==> config.mk <==
export PLATFORM = sky130hd
export DESIGN_NAME = usart_rx_flat
export DESIGN_NICKNAME = d
export VERILOG_FILES = /design/src/rtl/usart_rx_pkg.sv /design/src/rtl/usart_rx_if.sv /design/src/rtl/usart_rx_sync.sv /design/src/rtl/usart_rx.sv /design/src/flat_wrapper.sv
export SDC_FILE = /design/constraint.sdc
export NUM_CORES = 1
export LEC_CHECK = 0
export CAP_MARGIN = 20
export CORE_MARGIN = 5
export CORE_UTILIZATION = 35
export DETAILED_ROUTE_END_ITERATION = 8
export GPL_TIMING_DRIVEN = 0
export PLACE_DENSITY = 0.58
export SETUP_SLACK_MARGIN = 0.05
export SYNTH_ARGS = -nofsm -noshare
export SYNTH_HDL_FRONTEND = slang
export SYNTH_SLANG_ARGS = --single-unit
==> constraint.sdc <==
create_clock -name serial_clock -period 2.21 [get_ports serial_clock]
set_clock_uncertainty 0.15 [all_clocks]
set_input_delay 0.442 -clock serial_clock [delete_from_list [all_inputs] [get_ports serial_clock]]
set_output_delay 0.442 -clock serial_clock [all_outputs]
set_load 0.1 [all_outputs]
==> src/rtl/usart_rx_pkg.sv <==
// Shared definitions for the USART receive path.
//   UsartDataBits : data bits per frame (8)
//   CpbWidth      : width of the runtime clocks-per-bit value (12)
//   rx_state_e    : receiver FSM states
//   parity_bit()  : parity bit a transmitter would send for a byte
package usart_rx_pkg;

  localparam int unsigned UsartDataBits = 8;
  localparam int unsigned CpbWidth      = 12;

  typedef enum logic [2:0] {
    StIdle,
    StStart,
    StData,
    StParity,
    StStop,
    StBreak
  } rx_state_e;

  // Even sense (odd=0) makes the total count of ones, parity bit included, even.
  function automatic logic parity_bit(logic [UsartDataBits-1:0] data, logic odd);
    return (^data) ^ odd;
  endfunction

endpackage

==> src/rtl/usart_rx_if.sv <==
// Receive-side consumer bus: one-entry valid/ready holding register plus status pulses.
//   master : the receiver (drives data, valid, busy and error pulses; samples rx_ready)
//   slave  : the comm-side consumer (drives rx_ready)
interface usart_rx_if;

  logic [usart_rx_pkg::UsartDataBits-1:0] rx_data;
  logic                                   rx_valid;
  logic                                   rx_ready;
  logic                                   rx_busy;
  logic                                   framing_error;
  logic                                   overrun;
  logic                                   parity_error;

  modport master (
    output rx_data,
    output rx_valid,
    output rx_busy,
    output framing_error,
    output overrun,
    output parity_error,
    input  rx_ready
  );

  modport slave (
    input  rx_data,
    input  rx_valid,
    input  rx_busy,
    input  framing_error,
    input  overrun,
    input  parity_error,
    output rx_ready
  );

endinterface

==> src/rtl/usart_rx_sync.sv <==
// Two-flop synchroniser for an asynchronous level input.
//   clk_i : sampling clock
//   rst_i : synchronous, active-high; presets both flops to 1 (serial idle level)
//   d_i   : asynchronous input
//   q_o   : synchronised output
module usart_rx_sync (
  input  logic clk_i,
  input  logic rst_i,
  input  logic d_i,
  output logic q_o
);

  logic [1:0] sync_q;

  always_ff @(posedge clk_i) begin
    if (rst_i) begin
      sync_q <= 2'b11;
    end else begin
      sync_q <= {sync_q[0], d_i};
    end
  end

  assign q_o = sync_q[1];

endmodule

==> src/rtl/usart_rx.sv <==
// USART receive front-end: synchronises rx_pin, detects the start bit, samples each bit at
// mid-bit using a runtime clocks_per_bit, and hands each byte to a one-entry valid/ready
// holding register.
//   serial_clock   : single clock
//   reset          : synchronous, active-high
//   clocks_per_bit : cycles per bit (4..4095), latched at start-bit detect
//   rx_pin         : asynchronous serial line, idles high
//   rx_bus         : consumer bus (usart_rx_if.master)
// Build option: define USART_RX_PARITY_EN for 8 data + parity + stop frames (sense set by
// PARITY_ODD); otherwise frames are 8N1 and parity_error is tied low.
module usart_rx
  import usart_rx_pkg::*;
#(
  parameter int unsigned DATA_BITS = UsartDataBits
`ifdef USART_RX_PARITY_EN
  ,
  parameter bit          PARITY_ODD = 1'b0
`endif
) (
  input  logic                serial_clock,
  input  logic                reset,
  input  logic [CpbWidth-1:0] clocks_per_bit,
  input  logic                rx_pin,
  usart_rx_if.master          rx_bus
);

  localparam logic [CpbWidth-1:0] CntOne  = CpbWidth'(1);
  localparam logic [2:0]          LastIdx = 3'(DATA_BITS - 1);

  logic rx_s;

  rx_state_e                  state_q, state_d;
  logic [CpbWidth-1:0]        cnt_q, cnt_d;
  logic [CpbWidth-1:0]        cpb_q, cpb_d;
  logic [2:0]                 idx_q, idx_d;
  logic [UsartDataBits-1:0]   shift_q, shift_d;
  logic                       pend_q, pend_d;   // byte awaiting delivery this cycle
  logic                       fe_q, fe_d;
  logic [UsartDataBits-1:0]   data_q, data_d;
  logic                       valid_q, valid_d;
  logic                       perr_q, perr_d;
  logic                       cnt_zero;
  logic                       overrun;

  usart_rx_sync u_sync (
    .clk_i (serial_clock),
    .rst_i (reset),
    .d_i   (rx_pin),
    .q_o   (rx_s)
  );

  assign cnt_zero = (cnt_q == '0);

  // Frame FSM and baud counter.
  always_comb begin
    state_d = state_q;
    cnt_d   = cnt_q;
    cpb_d   = cpb_q;
    idx_d   = idx_q;
    shift_d = shift_q;
    perr_d  = perr_q;
    pend_d  = 1'b0;
    fe_d    = 1'b0;

    if (state_q != StIdle && state_q != StBreak && !cnt_zero) begin
      cnt_d = cnt_q - CntOne;
    end

    case (state_q)
      StIdle: begin
        if (!rx_s) begin
          state_d = StStart;
          cpb_d   = clocks_per_bit;
          cnt_d   = (clocks_per_bit >> 1) - CntOne;
        end
      end
      StStart: begin
        if (cnt_zero) begin
          if (!rx_s) begin
            state_d = StData;
            cnt_d   = cpb_q - CntOne;
            idx_d   = '0;
          end else begin
            state_d = StIdle;  // glitch shorter than half a bit
          end
        end
      end
      StData: begin
        if (cnt_zero) begin
          shift_d[idx_q] = rx_s;
          cnt_d          = cpb_q - CntOne;
          idx_d          = idx_q + 3'd1;
          if (idx_q == LastIdx) begin
`ifdef USART_RX_PARITY_EN
            state_d = StParity;
`else
            state_d = StStop;
`endif
          end
        end
      end
`ifdef USART_RX_PARITY_EN
      StParity: begin
        if (cnt_zero) begin
          perr_d  = (rx_s != parity_bit(shift_q, PARITY_ODD));
          cnt_d   = cpb_q - CntOne;
          state_d = StStop;
        end
      end
`endif
      StStop: begin
        if (cnt_zero) begin
          if (rx_s) begin
            pend_d  = 1'b1;
            state_d = StIdle;
          end else begin
            fe_d    = 1'b1;
            state_d = StBreak;
          end
        end
      end
      StBreak: begin
        // Held-low line: wait for idle before looking for another start bit.
        if (rx_s) begin
          state_d = StIdle;
        end
      end
      default: begin
        state_d = StIdle;
      end
    endcase
  end

  // Holding register: a delivery may coincide with the consumer draining the old byte.
  always_comb begin
    data_d  = data_q;
    valid_d = valid_q;
    overrun = 1'b0;
    if (pend_q) begin
      if (!valid_q || rx_bus.rx_ready) begin
        data_d  = shift_q;
        valid_d = 1'b1;
      end else begin
        overrun = 1'b1;
      end
    end else if (valid_q && rx_bus.rx_ready) begin
      valid_d = 1'b0;
    end
  end

  always_ff @(posedge serial_clock) begin
    if (reset) begin
      state_q <= StIdle;
      cnt_q   <= '0;
      cpb_q   <= '0;
      idx_q   <= '0;
      shift_q <= '0;
      perr_q  <= 1'b0;
      pend_q  <= 1'b0;
      fe_q    <= 1'b0;
      data_q  <= '0;
      valid_q <= 1'b0;
    end else begin
      state_q <= state_d;
      cnt_q   <= cnt_d;
      cpb_q   <= cpb_d;
      idx_q   <= idx_d;
      shift_q <= shift_d;
      perr_q  <= perr_d;
      pend_q  <= pend_d;
      fe_q    <= fe_d;
      data_q  <= data_d;
      valid_q <= valid_d;
    end
  end

  assign rx_bus.rx_data       = data_q;
  assign rx_bus.rx_valid      = valid_q;
  assign rx_bus.rx_busy       = (state_q != StIdle);
  assign rx_bus.framing_error = fe_q;
  assign rx_bus.overrun       = overrun;
`ifdef USART_RX_PARITY_EN
  assign rx_bus.parity_error  = pend_q & perr_q;
`else
  assign rx_bus.parity_error  = 1'b0;
`endif

endmodule

==> src/flat_wrapper.sv <==
// flat-port wrapper written by rule: the top's interface ports become plain ports
module usart_rx_flat import usart_rx_pkg::*;
#(
  parameter int unsigned DATA_BITS = UsartDataBits

)
  (serial_clock, reset, clocks_per_bit, rx_pin, rx_bus_rx_data, rx_bus_rx_valid, rx_bus_rx_busy, rx_bus_framing_error, rx_bus_overrun, rx_bus_parity_error, rx_bus_rx_ready);
  usart_rx_if rx_bus_i ();
  input  logic serial_clock;
  input  logic reset;
  input  logic [CpbWidth-1:0] clocks_per_bit;
  input  logic rx_pin;
  output wire logic [$bits(rx_bus_i.rx_data)-1:0] rx_bus_rx_data;
  output wire logic [$bits(rx_bus_i.rx_valid)-1:0] rx_bus_rx_valid;
  output wire logic [$bits(rx_bus_i.rx_busy)-1:0] rx_bus_rx_busy;
  output wire logic [$bits(rx_bus_i.framing_error)-1:0] rx_bus_framing_error;
  output wire logic [$bits(rx_bus_i.overrun)-1:0] rx_bus_overrun;
  output wire logic [$bits(rx_bus_i.parity_error)-1:0] rx_bus_parity_error;
  input wire logic [$bits(rx_bus_i.rx_ready)-1:0] rx_bus_rx_ready;
  assign rx_bus_rx_data = rx_bus_i.rx_data;
  assign rx_bus_rx_valid = rx_bus_i.rx_valid;
  assign rx_bus_rx_busy = rx_bus_i.rx_busy;
  assign rx_bus_framing_error = rx_bus_i.framing_error;
  assign rx_bus_overrun = rx_bus_i.overrun;
  assign rx_bus_parity_error = rx_bus_i.parity_error;
  assign rx_bus_i.rx_ready = rx_bus_rx_ready;
  usart_rx #(.DATA_BITS(DATA_BITS)) u_core (.serial_clock(serial_clock), .reset(reset), .clocks_per_bit(clocks_per_bit), .rx_pin(rx_pin), .rx_bus(rx_bus_i));
endmodule
; After elaboration in Yosys (flattened, before gate mapping)
; Index checks and enable logic that the tools add are counted.
[totals]
regBits = 51
out_inout_bits = 13
in_bits = 16
word_cells = 81
[op_classes]
addsub = 4
reduce_logical = 19
mux = 29
n_bitwise = 3
n_lt_le_gt_ge = 2
n_eq_ne = 14
[op_table]
columns = cell, count
row1 = two-way mux 12 bit, 5
row2 = one-hot mux 12 bit (3 select lines), 1
row3 = two-way mux 3 bit, 10
row4 = subtractor 12 x 1 -> 12 bit (second input constant), 2
row5 = one-hot mux 3 bit (5 select lines), 1
row6 = zero test 12 bit, 1
row7 = subtractor 11 x 1 -> 12 bit (second input constant), 1
row8 = equality test 3 bit (second input constant), 3
row9 = bitwise mux 8 bit, 1
row10 = two-way mux 1 bit, 8
row11 = inequality test 2 x 1 -> 1 bit (second input constant), 4
row12 = inequality test 2 bit (second input constant), 4
row13 = AND reduction 2 bit, 4
row14 = one-hot mux 3 bit (2 select lines), 1
row15 = AND reduction 6 bit, 1
row16 = logical AND 1 bit, 4
row17 = < comparator 3 x 4 -> 1 bit (second input constant), 1
row18 = AND reduction 4 bit, 1
row19 = nonzero test 2 bit, 2
row20 = adder 3 x 1 -> 3 bit (second input constant), 1
row21 = demux 1 bit (select 3 bit), 1
row22 = equality test 3 x 1 -> 1 bit (second input constant), 1
row23 = equality test 3 x 2 -> 1 bit (second input constant), 1
row24 = greater-or-equal comparator 3 x 1 -> 1 bit (second input constant), 1
row25 = 8 further kinds, 11

; Longest topological paths before layout
; Gate-level depths: netlist of run 1.
[logic_depth]
ltp_word = 7
ltp_mapped = 9
depth_no_buf = 7

; Modules after synthesis
; From an unflattened synthesis of run 1, not the netlist that was laid out.
[unflattened]
hier_cells = 339
area_unflattened_um2 = 2904.0
[modules_own_cells]
columns = mod, area_per_inst_um2, cells_each, instances, seq_area_each_um2
row1 = usart_rx, 2851.5, 335, 1, 980.9
row2 = usart_rx_sync, 52.6, 4, 1, 40.0

; Least setup slack after synthesis of run 1
; OpenSTA, ideal clock, no wires.
[synth_path]
kind = reg-to-output
startpoint = register u_core.valid_q (netlist: u_core.rx_bus.rx_valid)
endpoint = output port rx_bus_overrun
n_path_buf = 0
path_slack_ps = -265
arrival_time_ps = 1883
stages_incl_launch_ff = 2
required_ps = 1618
cell_sequence = dfxtp_1 and3_1
[synth_via]
elab_chain_len = 4
[synth_lines]
columns = item, line_no
row1 = from (decl), usart_rx.sv:40  ; logic valid_q, valid_d;
row2 = from (signal assigned), usart_rx.sv:173  ; valid_q <= valid_d;
row3 = zero test 1 bit, usart_rx.sv:140  ; if (!valid_q || rx_bus.rx_ready) begin
row4 = logical OR 1 bit, usart_rx.sv:140
row5 = two-way mux 1 bit, usart_rx.sv:140
row6 = two-way mux 1 bit, usart_rx.sv:139  ; if (pend_q) begin
row7 = to (decl), flat_wrapper.sv:17  ; output wire logic [$bits(rx_bus_i.overrun)-1:0] rx_bus_overrun;
; No other way between the ends.

; Worst setup path after layout of run 1
[layout_path]
startpoint = register u_core.cnt_q[0]
endpoint = register u_core.cnt_q[1]
[layout_via]
elab_chain_len = 7
elab_cells_between_ends = 10
cone_classes = add/sub: 1 / mux: 6 / reduce/logical: 3
[layout_lines]
columns = item, line_no
row1 = from (decl), usart_rx.sv:33  ; logic [CpbWidth-1:0] cnt_q, cnt_d;
row2 = from (signal assigned), usart_rx.sv:165  ; cnt_q <= cnt_d;
row3 = "parallel branches: the longest is 6 deep, another holds subtractor 12 x 1 -> 12 bit", --
row4 = one-hot mux 12 bit (3 select lines) (*), usart_rx.sv:69  ; case (state_q)
; Every way passes the cells marked *.
; A chain may end at the register's enable or synchronous reset.

==> summary by stage, run 1 <==
Run status
The run finished with clean final reports.

Route
For this run, design rule violations remaining after detail routing come to 0. The first detailed-routing pass ran for 5 iterations. After detailed routing, the average wire length per cell comes to 15.0 µm. The total number of vias is 2,693. Using the TritonRoute via totals, the vias-per-cell ratio works out to 5.36. The wire length after detailed routing is 7520 µm.

The number of routed nets with antenna violations is 0. The number of design-rule violations left by the first detailed-router iteration is 96.

GRT
The number of antenna violations at the first check in global routing is 0. The first global-routing pass estimated 12,900 µm of wire. The number of global-route vias before repair is 2,645.

The largest net degree at the start of global routing is 17. The total track usage is 15.5%. The overall overflow remaining after global route is 0.

Yosys
The Yosys step of the flow raised 0 warnings. Counting every net in the synthesized netlist gives 376. In the synthesized netlist the async set-or-reset flop fraction comes to 0%. Synthesis instantiated 55 different standard cells from the library.

The post-synthesis register bit count is 51. In the post-synthesis netlist, the biggest area contributors are dfxtp_1, xnor2_1, mux2i_1, nor2_1, a21oi_1. The largest total area in the synthesized netlist belongs to dfxtp_1.

The average footprint of a synthesized cell is 8.18 µm². For this run, the leading register cell type out of synthesis is dfxtp_1. The cell area that synthesis handed to floorplanning was 2900 µm². After synthesis, flip-flops and latches occupy 35.2% of the total area.

Of the post-synthesis cell area, the dominant cell type holds 35.2%. In this run, synthesis inferred 0 flip-flops with an integrated enable. Synthesis handed over a netlist of 354 instances.

Critical path
The critical path arrival is 2.19 ns. The type of element capturing the critical path is a flip-flop. The critical path required time is 2.28 ns. Among cell families on the critical path, the largest total delay comes from simple AND/OR/NAND/NOR gates.

The worst setup path is of the reg -> reg kind. STA classifies the critical path startpoint as a flip-flop. The buffer and inverter count on the worst path is 1.

The cell with the largest stage delay on the worst path is or4b_4. The maximum fanout along the worst path is 4. The signal on the critical path passes through inv_4 > ha_4 > or4b_4 > o31ai_4 > and4b_1 > o311ai_2 > a221oi_2. The longest individual stage delay on the worst path is 0.51 ns.

STA
The total negative slack for setup checks is 0 ns. The worst path in the final design needs a cycle of 2.12 ns, including I/O delays and setup. For this run, the top clock speed supported by timing is 473 MHz. The max-slew headroom at the worst pin is 34.7%. The number of max-slew violations in the final report is 0. The hold violation total from the final report was 0.

The final count of negative-setup-slack endpoints is 0. After layout, the worst path uses 95.8% of the clock period. Setup repair after global routing could not meet its margin everywhere. After layout, the worst setup slack is 0.0936 ns.

Final hold analysis gives a worst-case slack of 0.266 ns. The worst-margin pin slew is 0.973 ns.

Layout
The layout cell share with drive strength beyond 1 is 16.6%. Counting the fill cells in the layout gives 800. After the last flow step, the layout net total stands at 418. The commonest non-fill, non-tap cell in the layout is dfxtp_1. The final standard cell area without fillers is 3670 µm².

Leaving out fill and tap cells, the most frequent cells in the layout are dfxtp_1, nor2_1, nand2_1, a21oi_1, xnor2_1. The antenna diode count is 0. The layout overhead on the synthesized area is 26.7%.

CTS
The number of clock buffers added by TritonCTS is 5. Buffers inserted to repair hold after CTS numbered 0. The clock root buffer master is clkbuf_8. TritonCTS built the clock tree. Clock-pin slew was measured on the worst setup and hold paths at 0.10 ns. In this run the deepest clock path goes through 2 buffers. CTS saw 51 sinks. The depth of the CTS H-tree is 2. The later-pin clock latency in the skew report is 0.31 ns.

Floorplanning
From bottom edge to top edge, the die measures 101 µm. The starting density of the core is 35.6%. Row generation in the floorplan step produced 33 rows. The die is 101 µm wide.

After floorplanning, the core was sized to cover 8130 µm². The number of top-level pins is 29. The die covers 10,200 µm².

Placement
The weighted congestion at the end of routability-driven global placement is 0.914. In this run the cell area measured after placement is 3300 µm². Timing analysis after detailed placement gives a worst setup slack of -0.616 ns. The post-detailed-placement half-perimeter wirelength is 5510 µm. The count of input and output buffers is 27.

Power
Total power for the finished layout comes to 2600 µW. The peak ir drop on the vdd network is 268 µV. For this design the static power due to leakage is 0.00141 µW. The areal power density over the cells is 708 nW/µm².

Run
The number of maximum-capacitance constraint violations is 0.

Hold path
The path category of the worst min-delay check is reg -> reg.
## cells in the mapped netlist (2+ instances only)
master and n:
dfxtp_1 51, nor2_1 38, nand2_1 32, a21oi_1 26
xnor2_1 19, clkbuf_1 17, mux2i_1 16, nor3_1 14
a22oi_1 10, inv_1 10, nor4_1 9, o22ai_1 9
or3_1 9, o21ai_0 8, xor2_1 8, nand3_1 7
ha_1 6, nand3b_1 4, nand4b_1 4, or2_2 4
a31oi_1 3, buf_2 3, nand4_1 3, o211ai_1 3
a211oi_1 2, a32oi_1 2, and4_1 2, buf_1 2
buf_4 2, nor2b_1 2, nor3_2 2, nor4b_1 2
o31ai_1 2, or4_1 2
## where the power goes
part	switching, µW	total, µW	internal, µW
combinational	489	878	389
sequential	57.5	1020	960
clock	329	702	373
## what timing repair did
item | CTS | global route
cloned | 1 | 0
setup buffers | 9 | 0
setup endpoints to repair | 40 | 26
resized for setup | 47 | 22
pin swaps | 9 | 7
## state kept, by name, indices dropped and copies added, names as in the netlist
register,count
u_core.cnt_q,12
u_core.rx_bus.rx_valid,1
u_core.state_q,3
u_core.idx_q,3
u_core.u_sync.sync_q,2
u_core.pend_q,1
u_core.shift_q,8
u_core.rx_bus.framing_error,1
u_core.cpb_q,12
u_core.rx_bus.rx_data,8
## logic make-up (layout without fill, tap and decap cells)
| family | after synthesis | count (layout) | synth area share, % |
|---|---|---|---|
| buf+inv | 34 | 77 | 4.79 |
| xor+xnor | 27 | 27 | 8.16 |
| other cells | 1 | 1 | 0.129 |
| fa+ha+maj | 6 | 6 | 2.59 |
| compound gates | 76 | 76 | 17.3 |
| simple gates | 143 | 143 | 26.3 |
| flops | 51 | 51 | 35.2 |
| mux | 16 | 16 | 5.53 |
## worst reg2reg max path, cell delays in order (launching register included)
cell	delay, ns
dfxtp_4	0.37
inv_4	0.07
ha_4	0.12
or4b_4	0.51
o31ai_4	0.24
and4b_1	0.25
o311ai_2	0.11
a221oi_2	0.23
## area by class of cell
cell class / count / area (µm²) / share of cell area [%]
multi-input combinational: 269 / 1900 / 51.8
sequential: 51 / 1030 / 28.1
timing repair buffer: 37 / 342 / 9.31
tap: 105 / 131 / 3.58
buffer: 22 / 100 / 2.73
clock buffer: 6 / 82.6 / 2.25
inverter: 10 / 42.5 / 1.16
clock inverter: 2 / 38.8 / 1.06
## per-layer routing
metal | track usage, % | part of all wire (%) | vias up
met5 | 0 | 0 | -
met4 | 5.42 | 1.7 | 0
met2 | 24.1 | 45 | 68
met1 | 21.7 | 49 | 1247
li1 | - | - | 1366
met3 | 2.63 | 4.4 | 12
## final timing paths
check                                from  depth (start not counted)                       to  slack, ns
setup reg to reg          u_core.cnt_q[0]                          7          u_core.cnt_q[1]       0.09
hold / removal    u_core.u_sync.sync_q[0]                          1  u_core.u_sync.sync_q[1]       0.27
setup / recovery          u_core.cnt_q[0]                          7          u_core.cnt_q[1]       0.09
hold reg to reg   u_core.u_sync.sync_q[0]                          1  u_core.u_sync.sync_q[1]       0.27
## stage by stage
| step | instances | util, % |
|---|---|---|
| 6_report | 502 | 45.1 |
| 5_1_grt | 502 | 45.1 |
| 4_1_cts | 502 | 44.3 |
| 3_5_place_dp | 486 | 40.6 |
| 3_3_place_gp | 486 | 40.6 |
| 2_1_floorplan | 354 | - |
(Power assumes the default switching activity.)
==> run 2: changes to the inputs <==
--- a/config.mk
+++ b/config.mk
@@ -7,10 +7,10 @@
 export LEC_CHECK = 0
 export CAP_MARGIN = 20
 export CORE_MARGIN = 5
-export CORE_UTILIZATION = 35
+export CORE_UTILIZATION = 40
 export DETAILED_ROUTE_END_ITERATION = 8
 export GPL_TIMING_DRIVEN = 0
-export PLACE_DENSITY = 0.58
+export PLACE_DENSITY = 0.65
 export SETUP_SLACK_MARGIN = 0.05
 export SYNTH_ARGS = -nofsm -noshare
 export SYNTH_HDL_FRONTEND = slang
==> run 2 against run 1 <==
  * Fmax down 3.3%
  * Combinational power about the same
  * Register-to-register slack worse by 0.07 ns
  * Sequential share of layout area about the same
  * Clock power down 3.7%
  * Critical path type unchanged
==> summary by stage, run 2 (same netlist as run 1, synthesis figures left out) <==
Run status
The run finished with clean final reports.

Run
The number of maximum-capacitance constraint violations is 0 (unchanged).

Layout
The final net count is 417 (-0.24%). The commonest non-fill, non-tap cell in the layout is dfxtp_1. The library cells used most frequently in the layout, excluding fill and tap cells, are dfxtp_1, nor2_1, nand2_1, a21oi_1, xnor2_1.

The layout overhead on the synthesized area is 26.7% (about the same). The largest registers in the layout are u_core.cnt_q (12), u_core.cpb_q (12). The layout cell share with drive strength beyond 1 is 16.4% (-0.21 points). The combined area of the multi-input logic cells came to 1900 µm² (unchanged). The antenna diode count is 0 (unchanged). The number of filler instances in the final layout came to 687 (-14%). The final standard cell area without fillers is 3670 µm² (about the same). The utilization after layout came to 51.4% (+6.3 points). The footprint of the flip-flops and latches is 1030 µm² (-0.12%).

Power
The areal power density over the cells is 700 nW/µm² (-1.0%). The post-route total power was 2570 µW (-1.1%). The leakage power summed over all cells is 0.00140 µW (-0.63%).

The peak ir drop on the vdd network is 336 µV (+25%).

Critical path
The critical path arrival is 2.26 ns (+0.07 ns). The critical path class is reg -> reg. The reg-to-reg setup timing slack is 0.02 ns (-0.07 ns). The maximum fanout along the worst path was 3 (-1). The worst setup path is launched from a flip-flop.

In this run the worst setup path begins at u_core.cnt_q[0]. STA classifies the critical path endpoint as a flip-flop. The reg-to-reg critical path startpoint is u_core.cnt_q[0]. The critical path required time was 2.28 ns (about the same).

Floorplanning
The floorplan core area is 7140 µm² (-12%). The number of rows created at floorplan came to 31 (-6.1%). The starting density of the core is 40.6% (+5.0 points). The number of top-level pins is 29 (unchanged).

The width of the chip was 95.1 µm (-5.8%). The floorplan die height is 95.1 µm (-5.8%). The area enclosed by the die boundary was 9040 µm² (-11%).

CTS
The quantity of hold-fixing buffers added after cts is 0 (unchanged). The total clock sinks is 51 (unchanged). The depth of the CTS H-tree came to 2 (unchanged). The cell sitting at the root of the clock tree is a clkbuf_8. The clock buffer count from CTS came to 5 (unchanged). The maximum clock path buffer count is 2 (unchanged). The later-pin clock latency in the skew report is 0.30 ns (about the same). TritonCTS built the clock tree. The clock-pin slew on the worst setup and hold paths is 0.10 ns (about the same).

GRT
The overall overflow remaining after global route came to 0 (unchanged). The total track usage is 16.3% (+0.75 points). The largest net degree at the start of global routing is 18 (+1). The global-route wire length before repair came to 11,800 µm (-8.3%). The number of global-route vias before repair is 2,477 (-6.4%). The number of antenna violations at the first check in global routing was 0 (unchanged).

Placement
The post-detailed-placement half-perimeter wirelength is 5150 µm (-6.5%). The placed instance area is 3300 µm² (-0.23%). The weighted congestion at the end of routability-driven global placement was 0.895 (-2.1%). The count of input and output buffers is 27 (unchanged).

STA
The total negative slack for setup checks is 0 ns (unchanged). The post-layout minimum cycle time is 2.19 ns (+0.0720 ns). The max-slew headroom at the worst pin came to 36.1% (+1.4 points). The hold violation total from the final report is 0 (unchanged). The achievable frequency is 457 MHz (-3.3%).

The final count of negative-setup-slack endpoints is 0 (unchanged). The worst-margin pin slew is 0.963 ns (-0.0100 ns). Setup repair after global routing could not meet its margin everywhere.

The final worst-path cycle share was 99.0% (+3.3 points). The number of max-slew violations in the final report came to 0 (unchanged).

Hold path
In this run the most critical hold path is launched from u_core.u_sync.sync_q[0]. The path category of the worst min-delay check is reg -> reg.

Route
The wire length after detailed routing came to 7160 µm (-4.8%). The number of vias per cell is 5.42 (+1.0%). The number of routed nets with antenna violations is 0 (unchanged). The number of remaining DRC errors came to 0 (unchanged). The detailed-route wire length per cell is 14.5 µm (-3.4%).

The total number of vias is 2,683 (-0.37%). The number of design-rule violations left by the first detailed-router iteration is 136 (+42%). The first-pass iteration count of the detailed router came to 4 (-1).
-- run 2: cell type report --
class                   count  share of cell area [%]
multi-input cells         269                    51.8
flip-flops and latches     51                    28.1
repair buffers             38                    9.92
well taps                  99                    3.38
plain buffers              20                    2.46
clock buffers               5                    1.88
clock inverters             3                    1.30
inverters                  10                    1.16
-- run 2: repair_timing --
action	4_1_cts	5_1_grt
setup endpoints to repair	40	34
buffers inserted	8	3
pin swaps	5	4
resized for setup	43	16
-- run 2: where the power goes --
group	switching (µW)	internal, µW
Clock	332	344
Combinational	481	394
Sequential	58.4	960
-- run 2: final timing paths --
kind	cells after the start	end
worst max-delay path	7	u_core.cnt_q[1]
worst min-delay path	1	u_core.u_sync.sync_q[1]
worst max register to register	7	u_core.cnt_q[1]
worst min register to register	1	u_core.u_sync.sync_q[1]
-- run 2: worst max-delay path, stage by stage (launching register included) --
cell	delay, ns
dfxtp_4	0.37
inv_4	0.06
ha_4	0.12
or4b_4	0.51
o31ai_4	0.28
and4b_1	0.25
o311ai_2	0.11
a221oi_2	0.23
-- run 2: metrics by stage --
stage                     std cells  hold slack, ns  setup slack, ns
after global placement          480           0.241           -0.607
after CTS                       494           0.270           0.0542
after global routing            495           0.304          -0.0536
final                           495           0.266           0.0216
after floorplan                 354           0.239           0.0799
after detailed placement        480           0.245           -0.608
-- run 2: routing by layer --
metal  track usage (%)  vias up  part of all wire, %  wire [µm]
met5                 0        -                    0          0
met4              3.85        0                 0.80         57
met3              2.60        4                  5.0        359
met2              25.4       71                   45       3250
met1              23.5     1247                   49       3490
li1                  -     1361                    -          -
